### src/rtl/rs232_input.sv
// rs232_input: UART receiver, 16x oversampled 8N1 (8E1 when PARITY_EN is defined) into a first-word-fall-through FIFO
module rs232_input #(
    parameter int CLK_HZ     = 50_000_000,
    parameter int BAUD       = 115200,
    parameter int OVERSAMPLE = 16,
    parameter int FIFO_DEPTH = 8
) (
    input  logic                          sys_clk,
    input  logic                          sys_rst,
    input  logic                          rxd,
    input  logic                          rd_en,
    input  logic                          err_clr,
    output logic [7:0]                    rd_data,
    output logic                          rx_valid,
    output logic [$clog2(FIFO_DEPTH):0]   fifo_count,
    output logic                          overrun,
    output logic                          frame_err,
    output logic                          parity_err,
    output logic                          irq
);
    localparam int BAUD_X  = BAUD * OVERSAMPLE;
    localparam int DIV_RAW = (CLK_HZ + BAUD_X / 2) / BAUD_X;
    localparam int DIV     = (DIV_RAW < 1) ? 1 : DIV_RAW;
    localparam int DW      = (DIV > 1) ? $clog2(DIV) : 1;
    localparam int TW      = $clog2(OVERSAMPLE);
    localparam int AW      = $clog2(FIFO_DEPTH);
    localparam logic [DW-1:0] DIV_LAST = DW'(DIV - 1);
    localparam logic [TW-1:0] T_S0     = TW'(OVERSAMPLE / 2 - 1);
    localparam logic [TW-1:0] T_S1     = TW'(OVERSAMPLE / 2);
    localparam logic [TW-1:0] T_VOTE   = TW'(OVERSAMPLE / 2 + 1);
    localparam logic [TW-1:0] T_LAST   = TW'(OVERSAMPLE - 1);
    localparam logic [AW:0]   FULL_CNT = (AW + 1)'(FIFO_DEPTH);

    typedef enum logic [2:0] {
        S_IDLE,
        S_START,
        S_DATA,
`ifdef PARITY_EN
        S_PARITY,
`endif
        S_STOP
    } state_t;

    state_t          state_q, state_d;
    logic            rx_meta_q, rxs_q, rxs_prev_q;
    logic [1:0]      warm_q;
    logic            armed_q;
    logic [DW-1:0]   div_q, div_d;
    logic [TW-1:0]   tick_cnt_q, tick_cnt_d;
    logic [2:0]      bit_cnt_q, bit_cnt_d;
    logic [1:0]      votes_q, votes_d;
    logic [7:0]      shreg_q, shreg_d;
    logic            push_q, push_d;
    logic [AW:0]     wr_ptr_q, rd_ptr_q;
    logic [7:0]      mem_q [FIFO_DEPTH];
    logic            overrun_q, frame_err_q, irq_q;
    logic            ferr_set;
    logic            tick, vote, last, maj, fall;
    logic            empty, full, do_pop, do_push;
`ifdef PARITY_EN
    logic            parity_err_q, perr_set;
`endif

    assign tick    = div_q == DIV_LAST;
    assign vote    = tick && tick_cnt_q == T_VOTE;
    assign last    = tick && tick_cnt_q == T_LAST;
    assign maj     = (votes_q[1] & votes_q[0]) | (votes_q[1] & rxs_q) | (votes_q[0] & rxs_q);
    assign fall    = armed_q && rxs_prev_q && !rxs_q;

    assign fifo_count = wr_ptr_q - rd_ptr_q;
    assign empty      = wr_ptr_q == rd_ptr_q;
    assign full       = fifo_count == FULL_CNT;
    assign do_pop     = rd_en && !empty;
    assign do_push    = push_q && (!full || do_pop);
    assign rd_data    = empty ? 8'h00 : mem_q[rd_ptr_q[AW-1:0]];
    assign rx_valid   = !empty;
    assign overrun    = overrun_q;
    assign frame_err  = frame_err_q;
    assign irq        = irq_q;
`ifdef PARITY_EN
    assign parity_err = parity_err_q;
`else
    assign parity_err = 1'b0;
`endif

    // Receive FSM: tick timing, majority sampling, shifting and stop/parity checks
    always_comb begin
        state_d    = state_q;
        div_d      = tick ? '0 : div_q + 1'b1;
        tick_cnt_d = tick ? (last ? '0 : tick_cnt_q + 1'b1) : tick_cnt_q;
        bit_cnt_d  = bit_cnt_q;
        votes_d    = (tick && (tick_cnt_q == T_S0 || tick_cnt_q == T_S1)) ? {votes_q[0], rxs_q} : votes_q;
        shreg_d    = shreg_q;
        push_d     = 1'b0;
        ferr_set   = 1'b0;
`ifdef PARITY_EN
        perr_set   = 1'b0;
`endif
        case (state_q)
            S_IDLE: begin
                if (fall) begin
                    state_d    = S_START;
                    div_d      = '0;
                    tick_cnt_d = '0;
                    bit_cnt_d  = '0;
                end
            end
            S_START: begin
                if (vote && maj)
                    state_d = S_IDLE;
                else if (last)
                    state_d = S_DATA;
            end
            S_DATA: begin
                if (vote)
                    shreg_d = {maj, shreg_q[7:1]};
                if (last) begin
                    bit_cnt_d = bit_cnt_q + 3'd1;
`ifdef PARITY_EN
                    if (bit_cnt_q == 3'd7)
                        state_d = S_PARITY;
`else
                    if (bit_cnt_q == 3'd7)
                        state_d = S_STOP;
`endif
                end
            end
`ifdef PARITY_EN
            S_PARITY: begin
                if (vote)
                    perr_set = maj != ^shreg_q;
                if (last)
                    state_d = S_STOP;
            end
`endif
            S_STOP: begin
                if (vote) begin
                    ferr_set = !maj;
                    push_d   = maj;
                    state_d  = S_IDLE;
                end
            end
            default: state_d = S_IDLE;
        endcase
    end

    // Registers: synchroniser, FSM, FIFO pointers, sticky flags (set beats clear), irq
    always_ff @(posedge sys_clk or negedge sys_rst) begin
        if (!sys_rst) begin
            rx_meta_q    <= 1'b1;
            rxs_q        <= 1'b1;
            rxs_prev_q   <= 1'b1;
            warm_q       <= 2'b00;
            armed_q      <= 1'b0;
            state_q      <= S_IDLE;
            div_q        <= '0;
            tick_cnt_q   <= '0;
            bit_cnt_q    <= '0;
            votes_q      <= '0;
            shreg_q      <= '0;
            push_q       <= 1'b0;
            wr_ptr_q     <= '0;
            rd_ptr_q     <= '0;
            overrun_q    <= 1'b0;
            frame_err_q  <= 1'b0;
            irq_q        <= 1'b0;
`ifdef PARITY_EN
            parity_err_q <= 1'b0;
`endif
        end else begin
            rx_meta_q    <= rxd;
            rxs_q        <= rx_meta_q;
            rxs_prev_q   <= rxs_q;
            warm_q       <= {warm_q[0], 1'b1};
            armed_q      <= armed_q | (warm_q[1] & rxs_q);
            state_q      <= state_d;
            div_q        <= div_d;
            tick_cnt_q   <= tick_cnt_d;
            bit_cnt_q    <= bit_cnt_d;
            votes_q      <= votes_d;
            shreg_q      <= shreg_d;
            push_q       <= push_d;
            wr_ptr_q     <= do_push ? wr_ptr_q + 1'b1 : wr_ptr_q;
            rd_ptr_q     <= do_pop ? rd_ptr_q + 1'b1 : rd_ptr_q;
            overrun_q    <= (push_q && full && !do_pop) | (overrun_q & ~err_clr);
            frame_err_q  <= ferr_set | (frame_err_q & ~err_clr);
            irq_q        <= !empty;
`ifdef PARITY_EN
            parity_err_q <= perr_set | (parity_err_q & ~err_clr);
`endif
        end
    end

    // FIFO storage needs no reset because rd_data is masked while empty
    always_ff @(posedge sys_clk) begin
        if (do_push)
            mem_q[wr_ptr_q[AW-1:0]] <= shreg_q;
    end
endmodule

### config.mk
export PLATFORM = sky130hd
export DESIGN_NAME = rs232_input
export DESIGN_NICKNAME = d
export VERILOG_FILES = /design/src/rtl/rs232_input.sv
export SDC_FILE = /design/constraint.sdc
export NUM_CORES = 1
export LEC_CHECK = 0
export CELL_PAD_IN_SITES_DETAIL_PLACEMENT = 1
export CELL_PAD_IN_SITES_GLOBAL_PLACEMENT = 1
export CORE_ASPECT_RATIO = 1.25
export CORE_MARGIN = 8
export CORE_UTILIZATION = 40
export CTS_BUF_LIST = sky130_fd_sc_hd__clkbuf_4 sky130_fd_sc_hd__clkbuf_8
export CTS_CLUSTER_SIZE = 10
export DETAILED_ROUTE_END_ITERATION = 12
export DONT_BUFFER_PORTS = 1
export PLACE_DENSITY_LB_ADDON = 0.1
export REMOVE_ABC_BUFFERS = 1
export SYNTH_ARGS = -nofsm -noshare
export SYNTH_HDL_FRONTEND = slang
export SYNTH_SLANG_ARGS = --single-unit
### constraint.sdc
create_clock -name sys_clk -period 3.6 [get_ports sys_clk]
set_clock_uncertainty 0.2 [all_clocks]
set_input_delay 0.54 -clock sys_clk [delete_from_list [all_inputs] [get_ports sys_clk]]
set_output_delay 0.54 -clock sys_clk [all_outputs]
set_load 0.05 [all_outputs]
=== Word level (Yosys, flattened, before mapping) ===
Memory sizes are Yosys's and may differ from the RTL's.
Cells that the tools add are included.

* Memories: 1
* Output and inout bits: 17
* RAM bits: 64
* Bits in read-only memories: 0
* Latch bits: 0
* Word-level logic and storage cells: 98
* Input bits: 5
* Bits in registers: 43

* Divide/modulo/power cells: 0
* Bitwise gates (word level): 12
* Reductions and logical operators: 22
* Order comparisons: 0
* Add/subtract/negate cells: 6
* Mux-type cells: 24
* Eq/ne operators: 16
* Shift-type cells: 0
* Multipliers: 0

{| class="wikitable"
|+ Memories
! name !! words !! width !! rd ports !! clocked after Yosys merged registers in !! wr ports !! line !! source
|-
| mem_q || 8 || 8 || 1 || 0 || 1 || 55 || <nowiki>logic [7:0] mem_q [FIFO_DEPTH];</nowiki>
|}

{| class="wikitable"
|+ Operators with widths
! cell !! number
|-
| two-way mux 3 bit || 8
|-
| equality test 4 bit, second input constant || 4
|-
| two-way mux 4 bit || 4
|-
| two-way mux 5 bit || 3
|-
| adder 4 x 1 -> 4 bit, second input constant || 3
|-
| one-hot mux 3 bit (4 select lines) || 1
|-
| logical AND 1 bit || 10
|-
| two-way mux 8 bit || 1
|-
| != test 2 bit, second input constant || 4
|-
| AND 1 bit || 6
|-
| equality test 3 x 2 -> 1 bit, second input constant || 2
|-
| two-way mux 1 bit || 6
|-
| one-hot mux 3 bit (2 select lines) || 1
|-
| adder 5 x 1 -> 5 bit, second input constant || 1
|-
| equality test 5 bit, second input constant || 1
|-
| zero test 1 bit || 5
|-
| bitwise OR 1 bit || 5
|-
| AND reduction 5 bit || 1
|-
| equality test 4 x 3 -> 1 bit, second input constant || 1
|-
| equality test 4 bit || 1
|-
| subtractor 4 bit || 1
|-
| adder 3 x 1 -> 3 bit, second input constant || 1
|-
| equality test 3 x 1 -> 1 bit, second input constant || 1
|-
| equality test 3 bit, second input constant || 1
|-
| other kinds (7) || 8
|}

=== Depth between registers and ports, before layout ===
Gate-level depths: netlist (run 1).

* Word-level depth: 7
* Gate-level depth with buffers: 9
* Gate-level depth less buffers: 9

=== Least setup slack after synthesis (run 1) ===
OpenSTA, ideal clock, no wires.

* Path kind: reg2reg
* Start: register rd_ptr_q[1]
* End: memory mem_q[2][0] (enable)
* Stages on the path, launching flop included: 10
* Arrival: 3628 ps
* Setup time: 383 ps
* Buffers on the path: 2
* Period minus slack after synthesis: 4211 ps
* Data required time: 3017 ps
* Setup slack: -611 ps
* Cell sequence: dfrtp_1 > clkbuf_1 > buf_1 > inv_1 > fa_1 > xor2_1 > or3_1 > o41ai_4 > or2_2 > nor3_1

* Longest elaborated chain between the ends: 7
* Elaborated cells between the ends (all ways): 10
* Classes of those cells: add/sub: 1; eq/ne: 2; mux: 2; reduce/logical: 5

{| class="wikitable"
|+ Ends and longest elaborated chain
! element !! line !! source
|-
| from (decl) || 54 || <nowiki>logic [AW:0] wr_ptr_q, rd_ptr_q;</nowiki>
|-
| from (signal assigned) || 184 || <nowiki>rd_ptr_q <= do_pop ? rd_ptr_q + 1'b1 : rd_ptr_q;</nowiki>
|-
| subtractor 4 bit || 70 || <nowiki>assign fifo_count = wr_ptr_q - rd_ptr_q;</nowiki>
|-
| via fifo_count[2] || 15 || <nowiki>output logic [$clog2(FIFO_DEPTH):0] fifo_count,</nowiki>
|-
| equality test 4 bit || 72 || <nowiki>assign full = fifo_count == FULL_CNT;</nowiki>
|-
| zero test 1 bit || 74 || <nowiki>assign do_push = push_q && (!full || do_pop);</nowiki>
|-
| logical OR 1 bit || 74 ||
|-
| logical AND 1 bit || 74 ||
|-
| two-way mux 1 bit || 196 || <nowiki>if (do_push)</nowiki>
|-
| two-way mux 1 bit (not written as such) || 197 || <nowiki>mem_q[wr_ptr_q[AW-1:0]] <= shreg_q;</nowiki>
|-
| to (decl) || 55 ||
|}

The timed path passes the listed nets, and every way through them passes these cells.

=== Worst setup path after layout (run 1) ===
* Start: register wr_ptr_q[0]
* End: output port rx_valid

* Longest elaborated chain between the ends: 2

{| class="wikitable"
|+ Ends and longest elaborated chain
! element !! line !! source
|-
| from (decl) || 54 ||
|-
| from (signal assigned) || 183 || <nowiki>wr_ptr_q <= do_push ? wr_ptr_q + 1'b1 : wr_ptr_q;</nowiki>
|-
| equality test 4 bit || 71 || <nowiki>assign empty = wr_ptr_q == rd_ptr_q;</nowiki>
|-
| zero test 1 bit || 76 || <nowiki>assign rx_valid = !empty;</nowiki>
|-
| to (decl) || 14 || <nowiki>output logic rx_valid,</nowiki>
|}

No other way between the ends.

==> impl_metrics.env, run 1 <==
export IMPL_status="complete, no violations"
export IMPL_dieArea_sq_um=14800
export IMPL_slew_headroom_pct=30.5
export IMPL_cts_buffers=9
export IMPL_synth_top_area_share_pct=43.0
export IMPL_pwr_share_comb_pct=25.5
export IMPL_worstMarginPinSlew_ps=1040
export IMPL_drcViolationCount=0
export IMPL_grt_pass1_vias=2602
export IMPL_reg2reg_from="wr_ptr_q[0]"
export IMPL_postSynthCellCount=292
export IMPL_avgSynthCellArea_sq_um=15.3
export IMPL_floorplan_initialDensity_pct=40.6
export IMPL_row_count=43
export IMPL_hold_ws_ps=161
export IMPL_fin_nets=332
export IMPL_clock_root_buffer="clkbuf_8"
export IMPL_yosysUniqueCellTypes=51
export IMPL_die_w_um=111
export IMPL_final_cell_mix="edfxtp_1, dfrtp_1, nand2_1, nor2_1, buf_4"
export IMPL_synthMuxAreaShare_pct=11.7
export IMPL_yosysSeqAreaShare_pct=66.5
export IMPL_synth_seq_cells=106
export IMPL_yosysTopAreaCell="edfxtp_1"
export IMPL_p_sw_mw=1.01
export IMPL_path_cells="inv_1 > ha_1 > nand3_1 > nor2_1 > inv_1"
export IMPL_p_sw_share_pct=33.6
export IMPL_num_fill_cells=1097
export IMPL_setup_tns_ps=0
export IMPL_max_freq_mhz=307
export IMPL_vias=2415
export IMPL_setup_viol=0
export IMPL_area_growth_pct=11.8
export IMPL_ys_warn_count=0
export IMPL_power_share_clock_pct=27.1
export IMPL_worst_slack_ps=338
export IMPL_cp_arrival_ps=2520
export IMPL_synthSimpleGateAreaFrac_pct=7.97
export IMPL_p_per_area_nw_per_um2=603
export IMPL_synth_top_family_by_area="multiplexers"
export IMPL_end_kind="output pin"
export IMPL_rr_endpoint="mem_q[6][6]"
export IMPL_synth_area_sq_um=4470
export IMPL_cts_tree="built"
export IMPL_detail_route_iter0_violations=96
export IMPL_cts_buffer_depth=2
export IMPL_slowest_delay_ps=650
export IMPL_core_sq_um=11000
export IMPL_synth_fa_ha_area_share_pct=4.03
export IMPL_power_mw=3.02
export IMPL_synth_area_leaders="edfxtp_1, dfrtp_1, mux4_2, ha_1, mux2_2"
export IMPL_grt_max_degree=43
export IMPL_crit_type="flip-flop to output pin"
export IMPL_power_frac_seq_pct=47.4
export IMPL_first_pass_iters=4
export IMPL_synth_enable_flop_cells=64
export IMPL_path_common_cell="inv_1"
export IMPL_antenna_cells=0
export IMPL_worst_ir_drop_vdd_mv=0.279
export IMPL_fin_crit_sh_pct=90.6
export IMPL_routed_wl_mm=9.12
export IMPL_detail_route_vias_per_cell=5.32
export IMPL_cp_required_ps=2860
export IMPL_antenna_found_initial=0
export IMPL_grt_use_total_pct=13.0
export IMPL_synth_flop_cell="edfxtp_1"
export IMPL_grt_ovfl_total=0
export IMPL_hp_class="flip-flop to flip-flop"
export IMPL_dpl_instance_area_sq_um=4720
export IMPL_period_needed_ps=3260
export IMPL_layout_drive_gt1_share_pct=22.9
export IMPL_htree_levels=3
export IMPL_ff2ff_path_depth=9
export IMPL_place_congestion=0.727
export IMPL_place_ws_ps=155
export IMPL_leakagePower_nw=2.08
export IMPL_synth_compound_area_share_pct=4.87
export IMPL_async_flop_share_pct=39.6
export IMPL_ios=22
export IMPL_routedWlPerCell_um=20.1
export IMPL_die_h_um=134
export IMPL_post_cts_buffers=0
export IMPL_cp_max_fo=9
export IMPL_insertion_delay_ps=370
export IMPL_stdcell_area_sq_um=5000
export IMPL_hold_viol=0
export IMPL_internal_power_mw=2.00
export IMPL_cts_sinks=106
export IMPL_final_common_cell="edfxtp_1"
export IMPL_worst_hold_startpoint="rx_meta_q"
export IMPL_min_path_cells=0
export IMPL_crit_slowest_cell="nor2_1"
export IMPL_hpwl_mm=6.35
export IMPL_rsz0062_at_grt="false"
export IMPL_reg2reg_slack_ps=390
export IMPL_clk_pin_slew_ps=100
export IMPL_drv_slew=0
export IMPL_min_delay_worst_endpoint="rxs_q"
export IMPL_maxCapViolCount=0
export IMPL_synthXorXnorAreaFrac_pct=2.35
export IMPL_grt_pass1_wl_mm=14.6
export IMPL_cp_start_kind="flip-flop"
export IMPL_antenna_left=0
export IMPL_io_buffers=0
-- layer usage --
layer	vias up	routed length, um	track usage, %
met5	-	0	0
met4	0	135	5.64
met3	8	234	2.90
met2	31	5060	23.8
met1	1270	3690	13.9
li1	1106	-	-
-- kinds of logic after synthesis --
kind of cell	count (synthesis)
DFF	106
and+or+nand+nor	74
AOI/OAI and AO/OA	31
muxes	30
buffers and inverters	23
adders and majority gates	14
xor gates and xnor gates	12
other	2
-- cells in the mapped netlist, types with 3 or more instances --
cell type	number
nor2_1	19
a22o_1	3
o21ai_0	3
mux2_2	11
nor2b_1	3
a21oi_1	14
ha_1	12
nand2_1	27
xor2_1	8
buf_2	3
dfrtp_1	39
mux4_2	16
nor3_1	3
inv_1	12
edfxtp_1	64
dfstp_2	3
xnor2_1	4
nand3_1	5
-- cell type report --
type,count,area [sq um],share of cell area [%]
Clock buffer,9,124,2.48
Clock inverter,7,101,2.03
Inverter,13,48.8,0.976
Multi-Input combinational cell,163,1400,28.0
Sequential cell,106,2980,59.5
Tap cell,135,169,3.38
Timing Repair Buffer,21,183,3.65
-- power by group through the flow --
stage	clock (mW)	sequential, mW	combinational, mW
5_1_grt	0.879	1.44	0.851
6_report	0.819	1.43	0.769
3_3_place_gp	0	1.46	0.762
2_1_floorplan	0	1.52	0.481
3_5_place_dp	0	1.46	0.775
4_1_cts	0.843	1.43	0.792
-- state kept, by name, indices dropped and copies added, names as in the netlist, 2 cells and up --
name / count
mem_q: 64
bit_cnt_q: 3
state_q: 2
wr_ptr_q: 4
tick_cnt_q: 4
votes_q: 2
rd_ptr_q: 4
shreg_q: 8
div_q: 5
warm_q: 2
-- stage by stage --
step / util, % / instances
after floorplan: - / 282
after global placement: 42.8 / 435
after detailed placement: 42.8 / 435
after CTS: 45.3 / 454
after global routing: 45.3 / 454
final: 45.3 / 454
-- worst max-delay path, delay by kind of cell, from the launching register on --
family,cells,cell delay [ps]
AND/OR/NAND/NOR,2,760
buffers and inverters,2,570
flip-flops,1,510
adder cells (fa/ha/maj),1,310
-- timing repair --
item / in CTS / in global routing
setup endpoints to repair: 0 / 16
endpoints found under the hold margin: 43 / 0
hold buffers: 3 / 0
resized for setup: 0 / 2
-- how the worst max path moves through the flow --
stage | start | to | slack [ps] | depth (start not counted)
after detailed placement | wr_ptr_q[0] | mem_q[2][2] | 150 | 9
final | wr_ptr_q[0] | rx_valid | 340 | 5
after global routing | wr_ptr_q[0] | rx_valid | 130 | 5
after global placement | wr_ptr_q[0] | mem_q[2][3] | 240 | 9
after CTS | wr_ptr_q[0] | mem_q[2][0] | 140 | 9
after floorplan | rd_ptr_q[0] | mem_q[2][0] | -710 | 8
Power figures use the tool's default switching activity.
==> inputs of run 2 (changes only) <==
GPL_TIMING_DRIVEN = 0   (was default)
==> impl_metrics.env, run 2 (same netlist as run 1, synthesis figures left out) <==
export IMPL_reg2reg_from="rd_ptr_q[0]"
export IMPL_fin_nets=321
export IMPL_placed_cells=418
export IMPL_htree_levels=3
export IMPL_cp_max_fo=11
export IMPL_io_buffers=0
export IMPL_cp_required_ps=3540
export IMPL_final_common_cell="edfxtp_1"
export IMPL_grt_pass1_wl_mm=14.0
export IMPL_clock_root_buffer="clkbuf_8"
export IMPL_antenna_found_initial=0
export IMPL_grt_use_total_pct=12.4
export IMPL_leakagePower_nw=2.03
export IMPL_die_w_um=111
export IMPL_min_path_cells=0
export IMPL_detail_route_iter0_violations=57
export IMPL_cts_tree="built"
export IMPL_setup_viol=0
export IMPL_worst_hold_startpoint="rx_meta_q"
export IMPL_worst_slack_ps=170
export IMPL_die_h_um=134
export IMPL_internal_power_mw=2.08
export IMPL_antenna_cells=0
export IMPL_vias=2353
export IMPL_cts_buffers=9
export IMPL_p_sw_mw=1.01
export IMPL_place_congestion=0.769
export IMPL_end_kind="flip-flop"
export IMPL_ios=22
export IMPL_rr_endpoint="mem_q[0][7]"
export IMPL_hp_class="flip-flop to flip-flop"
export IMPL_grt_use_met1_pct=14.1
export IMPL_drv_slew=0
export IMPL_p_per_area_nw_per_um2=605
export IMPL_grtUsageMet2_pct=22.2
export IMPL_ff2ff_path_depth=8
export IMPL_dieArea_sq_um=14800
export IMPL_first_pass_iters=4
export IMPL_hold_viol=0
export IMPL_layout_drive_gt1_share_pct=27.9
export IMPL_worstMarginPinSlew_ps=912
export IMPL_place_ws_ps=-1360
export IMPL_area_growth_pct=14.0
export IMPL_max_freq_mhz=292
export IMPL_stdcell_area_sq_um=5100
export IMPL_power_mw=3.08
export IMPL_row_count=43
export IMPL_grt_pass1_vias=2488
export IMPL_crit_type="flip-flop to flip-flop"
export IMPL_worst_ir_drop_vdd_mv=0.299
export IMPL_cts_buffer_depth=2
export IMPL_globalRouteMet3Util_pct=2.10
export IMPL_status="complete, no violations"
export IMPL_insertion_delay_ps=370
export IMPL_largest_register_ffs=64
export IMPL_core_sq_um=11000
export IMPL_p_sw_share_pct=32.7
export IMPL_floorplan_initialDensity_pct=40.6
export IMPL_fin_cells=443
export IMPL_drcViolationCount=0
export IMPL_rsz0062_at_grt="false"
export IMPL_cp_arrival_ps=3360
export IMPL_antenna_left=0
export IMPL_power_share_clock_pct=28.8
export IMPL_fin_crit_sh_pct=95.3
export IMPL_grt_max_degree=43
export IMPL_maxCapViolCount=0
export IMPL_grt_ovfl_total=0
export IMPL_routedWlPerCell_um=20.0
export IMPL_utilization_pct=46.3
export IMPL_cts_sinks=106
export IMPL_detail_route_vias_per_cell=5.31
export IMPL_period_needed_ps=3430
export IMPL_hpwl_mm=5.69
export IMPL_cp_start_kind="flip-flop"
export IMPL_dpl_instance_area_sq_um=4610
export IMPL_power_frac_seq_pct=49.9
export IMPL_hold_ws_ps=161
export IMPL_final_cell_mix="edfxtp_1, dfrtp_1, nand2_1, mux4_2"
export IMPL_routed_wl_mm=8.86
export IMPL_min_delay_worst_endpoint="rxs_q"
export IMPL_slew_headroom_pct=38.6
export IMPL_pwr_share_comb_pct=21.3
export IMPL_setup_tns_ps=0
export IMPL_grt_busiest_layer="met2"
export IMPL_clk_pin_slew_ps=90
export IMPL_reg2reg_slack_ps=170
==> run 2: cell count changes in the layout (fill, tap and decap cells not counted), sizes merged <==
cell,change
buf,-11
clkinv,+1
inv,-1
clkbuf,+1
clkinvlp,-2
bufinv,+1
==> run 2: layout make-up <==
cell class,count,area [sq um]
Multi-Input combinational cell,163,1510
Clock inverter,6,114
Sequential cell,106,2990
Clock buffer,10,138
Inverter,13,50.0
Timing Repair Buffer,10,133
Fill cell,1069,5930
Tap cell,135,169
==> run 2: worst max path at each step <==
stage / depth (start not counted) / from / slack (ps) / endpoint
floorplan: 8 / rd_ptr_q[0] / -710 / mem_q[2][0]
global placement: 7 / rd_ptr_q[0] / -1690 / mem_q[7][3]
detailed placement: 8 / rd_ptr_q[0] / -1360 / mem_q[3][4]
CTS: 5 / rd_ptr_q[2] / -110 / rd_data[0]
global route: 8 / rd_ptr_q[0] / 20 / mem_q[0][7]
finish: 8 / rd_ptr_q[0] / 170 / mem_q[0][7]
==> run 2: power groups by stage <==
stage | Clock, mW | Sequential [mW] | Combinational [mW]
final | 0.890 | 1.54 | 0.657
after global routing | 0.954 | 1.56 | 0.714
after CTS | 0.917 | 1.54 | 0.663
after detailed placement | 0 | 1.58 | 0.561
after global placement | 0 | 1.58 | 0.550
after floorplan | 0 | 1.52 | 0.481
==> run 2: critical path, stage by stage, from the launching register on <==
cell and delay, ps:
dfrtp_4 600, ha_1 240, inv_1 70, fa_2 560
or3_1 480, o41ai_4 480, nand2b_2 320, nor3_4 70
buf_12 160
==> run 2: timing repair <==
item	CTS	global route
setup endpoints to repair	81	65
pin swaps	1	2
hold endpoints to repair	43	0
hold buffers	3	0
resized for setup	29	4
setup buffers	3	3
==> run 2: per-layer routing <==
metal  vias to the layer above  wire length (um)
met5                         -                 0
met4                         0               176
met3                        12               157
met2                        24              4780
met1                      1223              3740
li1                       1094                 -
==> inputs of run 3 (changes only) <==
SLEW_MARGIN = 20   (was default)
==> impl_metrics.env, run 3 (same netlist as run 1, synthesis figures left out) <==
export IMPL_cp_arrival_ps=3410
export IMPL_detail_route_vias_per_cell=5.37
export IMPL_fin_crit_sh_pct=96.6
export IMPL_row_count=43
export IMPL_leakagePower_nw=2.04
export IMPL_worstMarginPinSlew_ps=928
export IMPL_crit_type="flip-flop to flip-flop"
export IMPL_die_w_um=111
export IMPL_htree_levels=3
export IMPL_cts_buffer_depth=2
export IMPL_maxCapViolCount=0
export IMPL_worst_ir_drop_vdd_mv=0.292
export IMPL_placed_cells=419
export IMPL_dieArea_sq_um=14800
export IMPL_layout_drive_gt1_share_pct=27.9
export IMPL_num_fill_cells=1089
export IMPL_grt_ovfl_total=0
export IMPL_die_h_um=134
export IMPL_worst_slack_ps=122
export IMPL_final_cell_mix="edfxtp_1, dfrtp_1, nand2_1, mux4_2"
export IMPL_drv_slew=0
export IMPL_final_common_cell="edfxtp_1"
export IMPL_cp_required_ps=3530
export IMPL_antenna_cells=0
export IMPL_grt_use_total_pct=12.4
export IMPL_first_pass_iters=4
export IMPL_place_ws_ps=-943
export IMPL_cts_sinks=106
export IMPL_insertion_delay_ps=370
export IMPL_hp_class="flip-flop to flip-flop"
export IMPL_largest_register_ffs=64
export IMPL_status="complete, no violations"
export IMPL_crit_family="simple AND/OR/NAND/NOR gates"
export IMPL_grt_pass1_vias=2540
export IMPL_cts_buffers=9
export IMPL_max_freq_mhz=288
export IMPL_slowest_delay_ps=610
export IMPL_cp_max_fo=11
export IMPL_hold_ws_ps=162
export IMPL_core_sq_um=11000
export IMPL_grt_pass1_wl_mm=14.2
export IMPL_antenna_found_initial=0
export IMPL_crit_slowest_cell="dfrtp_4"
export IMPL_grt_max_degree=43
export IMPL_floorplan_initialDensity_pct=40.6
export IMPL_fin_cells=443
export IMPL_vias=2380
export IMPL_place_congestion=0.769
export IMPL_setup_viol=0
export IMPL_ios=22
export IMPL_cp_start_kind="flip-flop"
export IMPL_setup_tns_ps=0
export IMPL_routedWlPerCell_um=19.9
export IMPL_slew_headroom_pct=37.6
export IMPL_period_needed_ps=3480
export IMPL_path_cells="ha_1 > inv_1 > fa_2 > or3_1 > o41ai_4 > nand2b_2 > nor3_2 > buf_4"
export IMPL_clock_root_buffer="clkbuf_8"
export IMPL_hpwl_mm=5.76
export IMPL_io_buffers=0
export IMPL_area_growth_pct=13.1
export IMPL_cts_tree="built"
export IMPL_power_mw=3.09
export IMPL_routed_wl_mm=8.82
export IMPL_antenna_left=0
export IMPL_p_per_area_nw_per_um2=610
export IMPL_drcViolationCount=0
export IMPL_detail_route_iter0_violations=168
export IMPL_fin_nets=321
export IMPL_end_kind="flip-flop"
export IMPL_cp_num_buf_inv=2
export IMPL_hold_viol=0
export IMPL_clk_pin_slew_ps=100
==> run 3: changes by cell type in the layout (fill, tap and decap cells not counted), sizes merged <==
| cell | before | now |
|---|---|---|
| clkbuf | 10 | 9 |
| clkinvlp | 2 | 1 |
| inv | 12 | 14 |
==> run 3: power by group <==
part           internal [mW]  total, mW  switching, mW
clock                  0.468      0.889          0.421
combinational          0.240      0.661          0.421
sequential              1.36       1.54          0.180
==> run 3: repair_timing <==
item / CTS / global route
hold buffers: 3 / 0
setup buffers: 3 / 2
hold endpoints to repair: 43 / 0
pin swaps: 1 / 1
gates resized for setup: 24 / 4
setup endpoints to repair: 77 / 39
==> run 3: layer usage <==
metal  global-route usage [%]  vias up  wire length [um]
met2                     21.4       28              4650
met4                     4.06        0                92
met3                     2.90        8               206
li1                         -     1092                 -
met1                     15.0     1252              3870
met5                        0        -                 0
==> run 3: path summary, 6_finish.rpt <==
| path | cells past startpoint | to | from | slack (ps) |
|---|---|---|---|---|
| max | 8 | mem_q[0][7] | rd_ptr_q[0] | 120 |
| min in group asynchronous | 2 | div_q[1] | sys_rst | 460 |
| min reg2reg | 0 | rxs_q | rx_meta_q | 160 |
| max reg2reg | 8 | mem_q[0][7] | rd_ptr_q[0] | 120 |
| min | 0 | rxs_q | rx_meta_q | 160 |
| max in group asynchronous | 2 | rxs_q | sys_rst | 2460 |
==> run 3: per-stage QoR <==
step	util (%)	area (sq um)
final	45.9	5060
after global routing	45.9	5060
after CTS	45.6	5030
after detailed placement	41.9	4620
after global placement	41.6	4580
after floorplan	-	4410
==> run 3: worst reg2reg max path, cell delays in order (launching register included) <==
cell	delay (ps)
dfrtp_4	610
ha_1	240
inv_1	70
fa_2	560
or3_1	480
o41ai_4	510
nand2b_2	280
nor3_2	100
buf_4	200
==> run 3: final cells by class <==
| class | instances | area, sq um | area share (%) |
|---|---|---|---|
| clock buffers | 9 | 124 | 2.45 |
| multi-input cells | 163 | 1500 | 29.6 |
| well taps | 135 | 169 | 3.34 |
| repair buffers | 10 | 111 | 2.20 |
| inverters | 13 | 50.0 | 0.989 |
| clock inverters | 7 | 124 | 2.45 |
| flip-flops and latches | 106 | 2990 | 59.0 |
